## src/rtl/ram_mport_arb.sv

```systemverilog
`default_nettype none
// ============================================================================
// ram_mport_arb : round-robin multi-master front end for one single-port SRAM
// Optional RAM_MPORT_OUTREG_EN adds a registered response stage (latency 2).
// Revision 1.0
// ============================================================================
module ram_mport_arb #(
  parameter int NUM_PORTS   = 2,
  parameter int ADDR_WIDTH  = 15,
  parameter int DATA_WIDTH  = 32,
  localparam int STRB_WIDTH = DATA_WIDTH / 8
) (
  input  logic                             clk_i,
  input  logic                             rst_n_i,
  input  logic [NUM_PORTS-1:0]             req_valid_i,
  output logic [NUM_PORTS-1:0]             req_ready_o,
  input  logic [NUM_PORTS*ADDR_WIDTH-1:0]  req_addr_i,
  input  logic [NUM_PORTS*DATA_WIDTH-1:0]  req_wdata_i,
  input  logic [NUM_PORTS*STRB_WIDTH-1:0]  req_wstrb_i,
  output logic [NUM_PORTS-1:0]             rsp_valid_o,
  output logic [DATA_WIDTH-1:0]            rsp_rdata_o,
  output logic                             ram_en_o,
  output logic [ADDR_WIDTH-1:0]            ram_addr_o,
  output logic [DATA_WIDTH-1:0]            ram_wdata_o,
  output logic [STRB_WIDTH-1:0]            ram_wstrb_o,
  input  logic [DATA_WIDTH-1:0]            ram_rdata_i
);

  localparam int PTR_WIDTH = (NUM_PORTS > 1) ? $clog2(NUM_PORTS) : 1;

  // Port index arithmetic that wraps at NUM_PORTS (not necessarily a power of two).
  function automatic logic [PTR_WIDTH-1:0] wrap_inc(input logic [PTR_WIDTH-1:0] base,
                                                    input int off);
    int sum;
    sum = int'(base) + off;
    if (sum >= NUM_PORTS) sum = sum - NUM_PORTS;
    return PTR_WIDTH'(sum);
  endfunction

  logic [PTR_WIDTH-1:0] rr_q;
  logic [PTR_WIDTH-1:0] grant_id;
  logic [NUM_PORTS-1:0] grant;
  logic                 grant_found;
  logic                 any_valid;
  logic                 is_read;

  logic                 s1_valid;
  logic [PTR_WIDTH-1:0] s1_id;
  logic                 s1_read;
  logic [NUM_PORTS-1:0] s1_onehot;
  logic [DATA_WIDTH-1:0] s1_rdata;

  assign any_valid = |req_valid_i;

  always_comb begin
    grant       = '0;
    grant_id    = rr_q;
    grant_found = 1'b0;
    for (int i = 0; i < NUM_PORTS; i++) begin
      if (!grant_found && req_valid_i[wrap_inc(rr_q, i)]) begin
        grant_found = 1'b1;
        grant_id    = wrap_inc(rr_q, i);
      end
    end
    if (grant_found) grant[grant_id] = 1'b1;
  end

  assign req_ready_o = grant;
  assign ram_en_o    = any_valid;

  always_comb begin
    ram_addr_o  = '0;
    ram_wdata_o = '0;
    ram_wstrb_o = '0;
    for (int p = 0; p < NUM_PORTS; p++) begin
      if (grant[p]) begin
        ram_addr_o  = req_addr_i[p*ADDR_WIDTH +: ADDR_WIDTH];
        ram_wdata_o = req_wdata_i[p*DATA_WIDTH +: DATA_WIDTH];
        ram_wstrb_o = req_wstrb_i[p*STRB_WIDTH +: STRB_WIDTH];
      end
    end
  end

  assign is_read = (ram_wstrb_o == '0);

  // Every cycle with any valid is a handshake, so the pointer moves past the winner.
  always_ff @(posedge clk_i or negedge rst_n_i) begin
    if (!rst_n_i) begin
      rr_q <= '0;
    end else if (any_valid) begin
      rr_q <= wrap_inc(grant_id, 1);
    end
  end

  always_ff @(posedge clk_i or negedge rst_n_i) begin
    if (!rst_n_i) begin
      s1_valid <= 1'b0;
      s1_id    <= '0;
      s1_read  <= 1'b0;
    end else begin
      s1_valid <= any_valid;
      s1_id    <= grant_id;
      s1_read  <= is_read;
    end
  end

  always_comb begin
    s1_onehot = '0;
    if (s1_valid) s1_onehot[s1_id] = 1'b1;
  end

  assign s1_rdata = (s1_valid && s1_read) ? ram_rdata_i : '0;

`ifdef RAM_MPORT_OUTREG_EN
  logic [NUM_PORTS-1:0]  s2_valid;
  logic [DATA_WIDTH-1:0] s2_rdata;

  always_ff @(posedge clk_i or negedge rst_n_i) begin
    if (!rst_n_i) begin
      s2_valid <= '0;
      s2_rdata <= '0;
    end else begin
      s2_valid <= s1_onehot;
      s2_rdata <= s1_rdata;
    end
  end

  assign rsp_valid_o = s2_valid;
  assign rsp_rdata_o = s2_rdata;
`else
  assign rsp_valid_o = s1_onehot;
  assign rsp_rdata_o = s1_rdata;
`endif

endmodule
`default_nettype wire

```

## config.mk

```make
export PLATFORM = sky130hd
export DESIGN_NAME = ram_mport_arb
export DESIGN_NICKNAME = d
export VERILOG_FILES = /design/src/rtl/ram_mport_arb.sv
export SDC_FILE = /design/constraint.sdc
export NUM_CORES = 1
export LEC_CHECK = 0
export ABC_AREA = 1
export CORE_AREA = 2 2 88 90
export CTS_BUF_LIST = sky130_fd_sc_hd__clkbuf_8
export CTS_CLUSTER_SIZE = 30
export DETAILED_ROUTE_END_ITERATION = 6
export DIE_AREA = 0 0 90 92
export PLACE_DENSITY = 0.64
export SLEW_MARGIN = 25
export SYNTH_ARGS = -nofsm -noshare
export SYNTH_HDL_FRONTEND = slang
export SYNTH_SLANG_ARGS = --single-unit
export TNS_END_PERCENT = 20
```

## constraint.sdc

```tcl
create_clock -name clk_i -period 1.4 [get_ports clk_i]
set_input_delay 0.28 -clock clk_i [delete_from_list [all_inputs] [get_ports clk_i]]
set_output_delay 0.28 -clock clk_i [all_outputs]
set_load 0.03 [all_outputs]
```

### Yosys cells after proc, flatten, opt, wreduce, memory -nomap -nowiden

Index checks and enable logic that the tools add are counted.

| word-level totals | value |
|---|---|
| output and inout port bits | 88 |
| flip-flop bits (word level) | 4 |
| word-level logic and storage cells | 49 |

| operators by class | value |
|---|---|
| reduce and logical (&&, ||, !) cells | 7 |
| mux-type cells | 24 |
| add/sub/neg operators | 5 |
| $lt $le $gt $ge | 9 |

Operators by type and width:

| cell | number |
|---|---|
| $mux 32 | 3 |
| $mux 15 | 2 |
| $mux 1 | 13 |
| $lt 1x2->1 const B | 4 |
| $mux 4 | 2 |
| $add 1x1->2 const B | 2 |
| $ge 2x2->1 const B | 2 |
| $logic_and 1x1->1 | 4 |
| $logic_not 4->1 | 1 |
| $mux 2 | 2 |
| $sub 1x1->1 const B | 3 |
| $demux 1 s1 | 2 |
| $ge 1x1->1 const B | 2 |
| $ge 1x2->1 const B | 1 |
| $reduce_or 2->1 | 1 |
| $logic_not 1->1 | 1 |

### Depth between registers and ports, before layout

Gate-level depths: netlist (run 1).

| logic depth | value |
|---|---|
| depth in word-level cells | 16 |
| mapped depth | 6 |
| gate-level depth less buffers | 6 |

### Worst setup path before layout (run 1)

Ideal clock, no wire load.

| timing | value |
|---|---|
| kind | reg2out |
| from | register rr_q |
| to | output port ram_addr_o[10] |
| cell stages (with the launch flop) | 6 |
| arrival time | 1182 ps |
| setup slack | -62 ps |
| path buffers | 1 |
| data required time | 1120 ps |
| cells stage by stage | dfrtp_1 -> nand2_2 -> nand2_4 -> inv_2 -> buf_2 -> a22o_1 |

| between the ends | value |
|---|---|
| word-level cells in the longest chain between the ends | 15 |
| elaborated cells between the ends (all ways) | 25 |

RTL lines:

| item | RTL line | text |
|---|---|---|
| start, declared | 40 | `logic [PTR_WIDTH-1:0] rr_q;` |
| start signal, assigned | 91 | `rr_q <= wrap_inc(grant_id, 1);` |
| $ge 1x2->1 or $sub 1x1->1 (tied branches) | 36 | `if (sum >= NUM_PORTS) sum = sum - NUM_PORTS;` |
| $mux 1 | 36 |  |
| $mux 1 (implied by the code) (2 in a row) | 60 | `if (!grant_found && req_valid_i[wrap_inc(rr_q, i)]) begin` |
| $mux 1 | 60 |  |
| $logic_not 1->1 | 60 |  |
| $logic_and 1x1->1 | 60 |  |
| $mux 1 | 60 |  |
| $lt 1x2->1 (implied by the code) or $ge 1x1->1 (tied branches) | 65 | `if (grant_found) grant[grant_id] = 1'b1;` |
| $logic_and 1x1->1 (implied by the code) | 65 |  |
| $mux 1 (implied by the code) | 65 |  |
| $demux 1 s1 | 65 |  |
| $mux 2 (*) | 65 |  |
| via req_ready_o[0] | 16 | `output logic [NUM_PORTS-1:0] req_ready_o,` |
| $mux 15 (*) (2 in a row) | 76 | `if (grant[p]) begin` |
| end, declared | 23 | `output logic [ADDR_WIDTH-1:0] ram_addr_o,` |

The timed path passes the listed nets; every way through them passes the cells marked *. The select of a mux whose other input is x is not followed.

### Worst setup path in the final report (run 1)

| timing | value |
|---|---|
| from | register rr_q |
| to | output port ram_wdata_o[11] |

| between the ends | value |
|---|---|
| word-level cells in the longest chain between the ends | 15 |
| elaborated cells between the ends (all ways) | 25 |

RTL lines:

| item | RTL line | text |
|---|---|---|
| $ge 1x2->1 or $sub 1x1->1 (tied branches) | 36 |  |
| $mux 1 | 36 |  |
| $mux 1 (implied by the code) (2 in a row) | 60 |  |
| $mux 1 | 60 |  |
| $logic_not 1->1 | 60 |  |
| $logic_and 1x1->1 | 60 |  |
| $mux 1 | 60 |  |
| $lt 1x2->1 (implied by the code) or $ge 1x1->1 (tied branches) | 65 |  |
| $logic_and 1x1->1 (implied by the code) | 65 |  |
| $mux 1 (implied by the code) | 65 |  |
| $demux 1 s1 | 65 |  |
| $mux 2 (*) | 65 |  |
| $mux 32 | 76 |  |
| $mux 32 (*) | 76 |  |
| end, declared | 24 | `output logic [DATA_WIDTH-1:0] ram_wdata_o,` |

Mark *: on every way between the ends. The rest lies on a longest branch, timed or not. The select of a mux whose other input is x is not followed.

==> qor.txt, run 1 <==
Top post-synthesis cells by area - a22o_1, inv_1, nor2_1
Most used DFF post-synth - dfrtp_1
Crit path kind - reg -> out
Status - finished with violations
Syn_nets - 299
Hold crit path type - in -> async
Wire per inst - 13.6 µm
Ant. Diodes - 0
Max Fclk - 593 MHz
Max Cap Viol - 0
Sequential share of the synthesized area - 9.80%
PD cells - 569 nW/µm²
# setup viols final - 52
PortBufs - 225
Sw Share - 41.8%
Die width - 90 µm
Residual DRC - 0
Psw - 841 µW
Flops & latches, synth - 4
Avg Inst Size Synth - 6.34 µm²
Number of synthesized flops with an enable pin - 0
Tcrit/Tclk final - 121%
Num Clock Sinks - 4
WP data required - 1.12 ns
Total routed wirelength - 6730 µm
Maximum clock path buffer count - 2
Chip Height - 92 µm
Worst hold margin - 0.263 ns
Routability cong. - 0.778
Reg power frac - 6.6%
I/O Pins - 226
CTS clk-pin slew, worst paths - 0.03 ns
P_leak - 0.00177 µW
Async set or reset register ratio after synthesis - 100%
First-pass GRT wire length - 10200 µm
Finished Layout Cells - 495
Area growth from synthesis to layout - 246%
Peak VDD IR - 0.231 mV
Clock share of power - 12.1%
Max Slew Vio Count - 0
Grt ovf - 0
Crit path max fanout - 8
Initial antenna violation count - 0
Gate power share - 81.3%
Gate Count Post-Synth - 161
GRT Overall Usage - 15.2%
Critical Path AT - 1.41 ns
Worst slew margin - 84.9%
Worst-Margin Slew - 0.227 ns
Nets - 533
Setup ws final - -0.288 ns
Core area - 7450 µm²
Via density - 4.03
Power Internal - 1170 µW
Worst skew pair latency - 0.22 ns
Vias in the first global route - 2079
Syn. warnings - 0
Root Driver - clkbuf_8
RSZ-0062 raised after global routing - yes
Kind of start point of the critical path - flop
Post-route ant nets - 0
Power, Total - 2010 µW
CTS tree - yes
CTS H-tree depth - 1
Post-route cell area - 3540 µm²
Failing checks - negative setup slack
CP endpoint kind - output pin
Commonest cells post-synth - a22o_1, inv_1, nor2_1
DP Area - 3260 µm²
Via count - 1996
Yosys top cell by area - a22o_1
Final Skew - 0.00133 ns
DIE AREA - 8280 µm²
Fin crit period - 1.69 ns
HPWL after detailed placement - 5510 µm
DR iter-0 viols - 11
CTS Buf Count - 3
Post-synth top area share - 40.3%
Post-Place Worst Slack - -0.508 ns
Initial core utilization - 13.7%
Number of detailed-route iterations in the first pass - 4
Placed insts - 489
Layout cell share with drive strength beyond 1 - 32.1%
Row count - 32
CTS Hold Bufs - 0
Largest net degree at the start of global routing - 33
Final Hold Violating Endpoints - 0
Post-synth cell types - 16
Post-Syn Area - 1020 µm²
Most common cell in the netlist - a22o_1
-- power groups by stage --
stage / clock network (µW) / registers, µW / logic [µW]
after floorplan: 0 / 132 / 720
after global placement: 0 / 133 / 1510
after detailed placement: 0 / 133 / 1510
after CTS: 253 / 133 / 1630
after global routing: 261 / 134 / 1730
final: 244 / 133 / 1630
-- final timing paths --
path,cells past startpoint,to,from,slack [ns]
worst max-delay path,6,ram_wdata_o[11],rr_q$_DFFE_PN0P_,-0.29
worst min-delay path,1,s1_valid$_DFF_PN0_,rst_n_i,0.26
worst max register to register,8,s1_read$_DFF_PN0_,rr_q$_DFFE_PN0P_,0.06
worst min register to register,3,s1_id$_DFF_PN0_,rr_q$_DFFE_PN0P_,0.68
max in group asynchronous,1,s1_id$_DFF_PN0_,rst_n_i,0.97
min in group clk_i,3,s1_id$_DFF_PN0_,req_valid_i[1],0.57
-- area by class of cell --
type                            count  area (µm²)
Sequential cell                     4         100
Multi-Input combinational cell     99         683
Clock buffer                        3        41.3
Fill cell                         718        3910
Inverter                           45         174
Tap cell                          102         128
Timing Repair Buffer              242        2410
-- cell families after synthesis --
| logic type | count (synthesis) | synth area share [%] |
|---|---|---|
| compound gates | 54 | 45.6 |
| buf+inv | 58 | 26.8 |
| flops | 4 | 9.80 |
| simple gates | 45 | 17.8 |
-- cells in the final DEF, fill, tap and decap left out --
cell               n
buf_12             7
o21ai_0            1
a22o_2             1
a21oi_4            3
dfrtp_1            4
or2_2              1
nand2_2            2
dlygate4sd2_1      2
a22o_1            46
inv_1             41
buf_4             63
buf_6             32
a21oi_2            2
nand2_1            3
clkbuf_8           3
inv_6              1
nor2_2             4
a21oi_1            1
nand2_4            1
clkdlybuf4s50_1  135
inv_2              3
nor2_1            34
clkbuf_16          1
buf_16             1
buf_8              1
-- what timing repair did --
| action | 4_1_cts | 5_1_grt |
|---|---|---|
| cloned | 1 | 1 |
| gates resized for setup | 44 | 7 |
| pin swaps | 1 | 7 |
| hold endpoints to repair | 0 | 0 |
| endpoints found under the setup margin | 87 | 86 |
| buffers inserted | 1 | 0 |
-- critical path: stages, from the launching register on --
cell and delay [ns]:
dfrtp_1 0.36, inv_2 0.06, a21oi_4 0.18, buf_12 0.15
clkbuf_16 0.16, a22o_1 0.14, buf_6 0.13
-- routing by layer --
metal  vias to the layer above  wire length, µm  track usage (%)
met2                       137             3510             29.8
met5                         -                0                0
met3                         6              717             5.26
li1                        993                -                -
met4                         0               61             3.59
met1                       860             2440             15.2
-- registers in the layout, summed over array words and instances (netlist names) --
name,flops
rr_q,1
s1_id,1
s1_read,1
s1_valid,1
-- stage by stage --
step | util, % | TNS [ns]
floorplan | - | -0.478
global placement | 43.7 | -24.06
detailed placement | 43.7 | -24.64
CTS | 46.9 | -13.25
global route | 47.5 | -17.97
finish | 47.5 | -12.55
(Power assumes the default switching activity.)
==> inputs of run 2 (changes only) <==
--- a/config.mk
+++ b/config.mk
@@ -11,7 +11,8 @@
 export CTS_CLUSTER_SIZE = 30
 export DETAILED_ROUTE_END_ITERATION = 6
 export DIE_AREA = 0 0 90 92
-export PLACE_DENSITY = 0.64
+export PLACE_DENSITY = 0.66
+export SKIP_CTS_REPAIR_TIMING = 1
 export SLEW_MARGIN = 25
 export SYNTH_ARGS = -nofsm -noshare
 export SYNTH_HDL_FRONTEND = slang
==> run 2 against run 1 <==
Net effect:
- the run still ends with negative setup slack left
- sequential cell count stayed put
- sequential power about the same
- cell area up 4.6%
- wire length increased by 11%
- largest power group unchanged
- maximum frequency down 0.23%
==> qor.txt, run 2 (synthesized netlist as in run 1, its figures left out) <==
Status - finished with violations
Failing checks - negative setup slack
Root Driver - clkbuf_8
Critical R2R Launch - rr_q$_DFFE_PN0P_
Layout Utilization - 49.7% (+2.2 points)
Max Cap Viol - 0 (unchanged)
Max Fclk - 591 MHz (-0.23%)
CP max stage delay - 0.39 ns (+0.03 ns)
Setup ws final - -0.292 ns (-0.00392 ns)
Final Hold Violating Endpoints - 0 (unchanged)
HPWL after detailed placement - 5860 µm (+6.3%)
Nets - 534 (+0.19%)
Max Slew Vio Count - 0 (unchanged)
Worst skew pair latency - 0.22 ns (about the same)
Row count - 32 (unchanged)
Vias in the first global route - 1930 (-7.2%)
Kind of start point of the critical path - flop
Delay-heaviest family, CP - buffers and inverters
Wire per inst - 15.0 µm (+11%)
Tcrit/Tclk final - 121% (+0.28 points)
Largest net degree at the start of global routing - 34 (+3.0%)
Setup TNS - -13.59 ns (-1.04 ns)
CTS Buf Count - 3 (unchanged)
DIE AREA - 8280 µm² (unchanged)
Total routed wirelength - 7460 µm (+11%)
Most frequent cells in the layout - clkdlybuf4s50_1, buf_6, a22o_1, buf_4, inv_1
P_leak - 0.00184 µW (+4.0%)
Core area - 7450 µm² (unchanged)
Worst slew margin - 84.0% (-0.90 points)
WP data required - 1.12 ns (about the same)
Critical Path AT - 1.41 ns (about the same)
Hold crit path type - in -> async
Final Skew - 0.00236 ns (+0.00103 ns)
Residual DRC - 0 (unchanged)
Buf+Inv Stages, Crit Path - 4 (unchanged)
PD cells - 573 nW/µm² (+0.79%)
Worst hold margin - 0.261 ns (-0.00171 ns)
CP Cell Sequence - inv_2 > a21oi_4 > buf_12 > clkbuf_16 > a22o_1 > buf_6
Reg area - 100 µm² (unchanged)
RSZ-0062 raised after global routing - yes
Grt ovf - 0 (unchanged)
Die width - 90 µm (unchanged)
Layout cell share with drive strength beyond 1 - 32.7% (+0.68 points)
Maximum clock path buffer count - 2 (unchanged)
Reg2reg end - s1_read$_DFF_PN0_
# setup viols final - 53 (+1.9%)
CP endpoint kind - output pin
Crit path max fanout - 8 (unchanged)
Number of detailed-route iterations in the first pass - 4 (unchanged)
DP Area - 3260 µm² (+0.15%)
Chip Height - 92 µm (unchanged)
Fin crit period - 1.69 ns (+0.00392 ns)
Area of the multi-input gates - 713 µm² (+4.4%)
CTS tree - yes
Initial antenna violation count - 0 (unchanged)
Crit path kind - reg -> out
Post-route cell area - 3700 µm² (+4.6%)
First-pass GRT wire length - 9780 µm (-4.1%)
Routability cong. - 0.815 (+4.7%)
Post-route ant nets - 0 (unchanged)
Worst-Margin Slew - 0.240 ns (+0.0132 ns)
Via density - 4.14 (+2.5%)
Most common cell after layout, fill and taps aside - clkdlybuf4s50_1
Num Clock Sinks - 4 (unchanged)
Power, Total - 2120 µW (+5.5%)
I/O Pins - 226 (unchanged)
Initial core utilization - 13.7% (unchanged)
GRT Overall Usage - 14.8% (-0.39 points)
CTS H-tree depth - 1 (unchanged)
PortBufs - 225 (unchanged)
CTS clk-pin slew, worst paths - 0.03 ns (about the same)
Ant. Diodes - 0 (unchanged)
Area growth from synthesis to layout - 262%
CP max stage cell - dfrtp_1
Reg2reg path depth - 8 (unchanged)
FF-to-FF setup slack - 0.07 ns (about the same)
Via count - 2051 (+2.8%)
DR iter-0 viols - 62 (+51)
Peak VDD IR - 0.264 mV (+14%)
# fillers - 695 (-3.2%)
==> run 2: area by class of cell <==
class                   count  area share (%)
clock buffers               3            1.12
repair buffers            243            68.7
flip-flops and latches      4            2.71
inverters                  45            4.77
well taps                 102            3.45
multi-input cells          99            19.3
==> run 2: worst max-delay path by stage <==
stage / startpoint / to / slack [ns] / cells past startpoint
floorplan: rr_q$_DFFE_PN0P_ / ram_addr_o[11] / -0.06 / 5
global route: rr_q$_DFFE_PN0P_ / ram_addr_o[9] / -0.32 / 6
global placement: req_valid_i[0] / ram_addr_o[0] / -0.49 / 6
finish: rr_q$_DFFE_PN0P_ / ram_wdata_o[17] / -0.29 / 6
detailed placement: req_valid_i[1] / ram_addr_o[0] / -0.52 / 6
CTS: req_valid_i[1] / ram_addr_o[0] / -0.53 / 6
==> run 2: metal layers <==
layer | vias up | GRT usage [%] | wire (µm)
met5 | - | 0 | 0
met4 | 0 | 3.85 | 140
met3 | 11 | 5.42 | 826
met2 | 151 | 27.3 | 3810
met1 | 893 | 15.9 | 2690
li1 | 996 | - | -
==> run 2: per-stage QoR <==
stage / instances / worst slack, ns
5_1_grt: 496 / -0.324
4_1_cts: 491 / -0.532
3_5_place_dp: 488 / -0.521
6_report: 496 / -0.292
2_1_floorplan: 161 / -0.0619
3_3_place_gp: 488 / -0.492
==> run 2: where the power goes <==
| part | internal (µW) | switching (µW) |
|---|---|---|
| sequential | 127 | 6.19 |
| combinational | 928 | 815 |
| clock | 183 | 62.4 |
| total | 1240 | 884 |
==> inputs of run 3 (changes only) <==
--- a/config.mk
+++ b/config.mk
@@ -6,12 +6,12 @@
 export NUM_CORES = 1
 export LEC_CHECK = 0
 export ABC_AREA = 1
-export CORE_AREA = 2 2 88 90
+export CORE_AREA = 3 3 87 89
 export CTS_BUF_LIST = sky130_fd_sc_hd__clkbuf_8
 export CTS_CLUSTER_SIZE = 30
 export DETAILED_ROUTE_END_ITERATION = 6
 export DIE_AREA = 0 0 90 92
-export PLACE_DENSITY = 0.66
+export PLACE_DENSITY = 0.69
 export SKIP_CTS_REPAIR_TIMING = 1
 export SLEW_MARGIN = 25
 export SYNTH_ARGS = -nofsm -noshare
==> run 3 against run 2 <==
Net effect:
- the run still ends with negative setup slack left
- core utilization up 4.2 points
- worst hold slack worse by 0.0041 ns
- sequential power about the same
- die area unchanged
- final cell count down 1.6%
- sequential cell count unchanged
- non-clock buffer count down 2
- critical path depth unchanged
==> qor.txt, run 3 (synthesized netlist as in run 1, its figures left out) <==
Placed insts - 480 (-1.6%)
CTS clk-pin slew, worst paths - 0.03 ns (about the same)
FF-to-FF setup slack - 0.17 ns (+0.10 ns)
Reg2reg end - s1_read$_DFF_PN0_
First-pass GRT wire length - 10000 µm (+2.5%)
Sw Share - 41.5% (-0.20 points)
Kind of start point of the critical path - flop
Reg2reg path depth - 7 (-1)
Total routed wirelength - 7440 µm (-0.27%)
Failing checks - negative setup slack
CP max stage delay - 0.39 ns (about the same)
CP Cell Sequence - inv_2 > a21oi_4 > buf_12 > clkbuf_16 > a22o_2 > buf_6
P_leak - 0.00184 µW (-0.32%)
Finished Layout Cells - 488 (-1.6%)
PD cells - 573 nW/µm² (-0.16%)
CTS Buf Count - 3 (unchanged)
Post-Place Worst Slack - -0.566 ns (-0.0444 ns)
Max Cap Viol - 0 (unchanged)
Max Slew Vio Count - 0 (unchanged)
WP data required - 1.12 ns (about the same)
Hold crit path type - in -> async
Initial core utilization - 14.9% (+1.2 points)
HPWL after detailed placement - 5940 µm (+1.3%)
Initial antenna violation count - 0 (unchanged)
Most common cell after layout, fill and taps aside - clkdlybuf4s50_1
CTS H-tree depth - 1 (unchanged)
Number of detailed-route iterations in the first pass - 4 (unchanged)
Residual DRC - 0 (unchanged)
Worst skew pair latency - 0.22 ns (about the same)
CP endpoint kind - output pin
Num Clock Sinks - 4 (unchanged)
Maximum clock path buffer count - 2 (unchanged)
Status - finished with violations
Power Internal - 1230 µW (-0.25%)
Clock share of power - 11.9% (+0.3 points)
Root Driver - clkbuf_8
Buf+Inv Stages, Crit Path - 4 (unchanged)
Crit path kind - reg -> out
Die width - 90 µm (unchanged)
Reg power frac - 6.3% (about the same)
Area growth from synthesis to layout - 261%
Peak VDD IR - 0.248 mV (-6.2%)
CTS tree - yes
I/O Pins - 226 (unchanged)
Via count - 2063 (+0.59%)
Crit path max fanout - 16 (+8)
Row count - 30 (-6.3%)
Critical Path AT - 1.43 ns (+0.02 ns)
Post-route ant nets - 0 (unchanged)
Tcrit/Tclk final - 122% (+1.6 points)
Worst slew margin - 83.2% (-0.80 points)
Final Hold Violating Endpoints - 0 (unchanged)
Delay-heaviest family, CP - buffers and inverters
# setup viols final - 79 (+49%)
Vias in the first global route - 1965 (+1.8%)
Power, Total - 2110 µW (-0.60%)
DIE AREA - 8280 µm² (unchanged)
Via density - 4.23 (+2.2%)
Max Fclk - 583 MHz (-1.3%)
Routability cong. - 0.857 (+5.2%)
Gate power share - 81.8% (-0.4 points)
Core area - 6830 µm² (-8.3%)
Ant. Diodes - 0 (unchanged)
Worst-Margin Slew - 0.252 ns (+0.0120 ns)
Grt ovf - 0 (unchanged)
Largest net degree at the start of global routing - 34 (unchanged)
CP max stage cell - dfrtp_1
Chip Height - 92 µm (unchanged)
Most frequent cells in the layout - clkdlybuf4s50_1, buf_6, a22o_1, inv_1, buf_4
DR iter-0 viols - 44 (-29%)
Fin crit period - 1.71 ns (+0.0229 ns)
Psw - 874 µW (-1.1%)
Layout cell share with drive strength beyond 1 - 32.4% (-0.34 points)
Nets - 532 (-0.37%)
Setup ws final - -0.314 ns (-0.0229 ns)
Final Skew - 0.00247 ns (+0.000109 ns)
PortBufs - 225 (unchanged)
RSZ-0062 raised after global routing - yes
Critical R2R Launch - rr_q$_DFFE_PN0P_
Wire per inst - 15.2 µm (+1.4%)
GRT Overall Usage - 14.8% (+0.028 points)
==> run 3: cell count changes in the layout (fill, tap and decap cells not counted), moves of 2 or more <==
cell / delta
nor2_2: +2
buf_12: +2
a21oi_2: +2
a21oi_4: -3
inv_2: -2
inv_1: +2
buf_4: -4
nor2_1: -2
==> run 3: worst max-delay path by stage <==
stage / to / startpoint / cells after the start / slack, ns
after CTS: ram_addr_o[4] / req_valid_i[1] / 6 / -0.58
after global routing: ram_addr_o[0] / rr_q$_DFFE_PN0P_ / 6 / -0.35
final: ram_addr_o[10] / rr_q$_DFFE_PN0P_ / 6 / -0.31
after floorplan: ram_addr_o[11] / rr_q$_DFFE_PN0P_ / 5 / -0.06
after global placement: ram_wdata_o[7] / req_valid_i[0] / 6 / -0.54
after detailed placement: ram_addr_o[3] / req_valid_i[1] / 6 / -0.57
==> run 3: final cells by class <==
cell class / instances / area, µm²
Timing Repair Buffer: 241 / 2550
Clock buffer: 3 / 41.3
Inverter: 45 / 174
Multi-Input combinational cell: 99 / 701
Fill cell: 626 / 3150
Sequential cell: 4 / 100
Tap cell: 96 / 120
==> run 3: metrics by stage <==
step / utilization (%) / area, µm² / TNS (ns) / hold slack (ns)
after floorplan: - / 1020 / -0.478 / -0.0156
after detailed placement: 48.2 / 3290 / -27.33 / 0.496
after global placement: 48.2 / 3290 / -25.79 / 0.492
after CTS: 48.8 / 3330 / -29.85 / 0.258
after global routing: 53.9 / 3680 / -18.36 / 0.286
final: 53.9 / 3680 / -15.00 / 0.257
==> run 3: worst register-to-register path, stage by stage, from the launching register on <==
cell and delay (ns):
dfrtp_1 0.39, inv_2 0.09, a21oi_4 0.06, buf_12 0.15
a21oi_1 0.19, buf_4 0.15, nand2_1 0.04, nor2_1 0.10
==> run 3: metal layers <==
| metal | track usage [%] | part of all wire (%) |
|---|---|---|
| met1 | 14.7 | 34 |
| met3 | 6.48 | 14 |
| met2 | 28.3 | 51 |
| met4 | 3.44 | 0.85 |
| met5 | 0 | 0 |
==> run 3: power by group through the flow <==
stage	sequential (µW)	combinational [µW]	clock [µW]
CTS	132	1560	261
floorplan	132	720	0
global placement	133	1540	0
global route	134	1810	260
detailed placement	133	1550	0
finish	133	1720	252
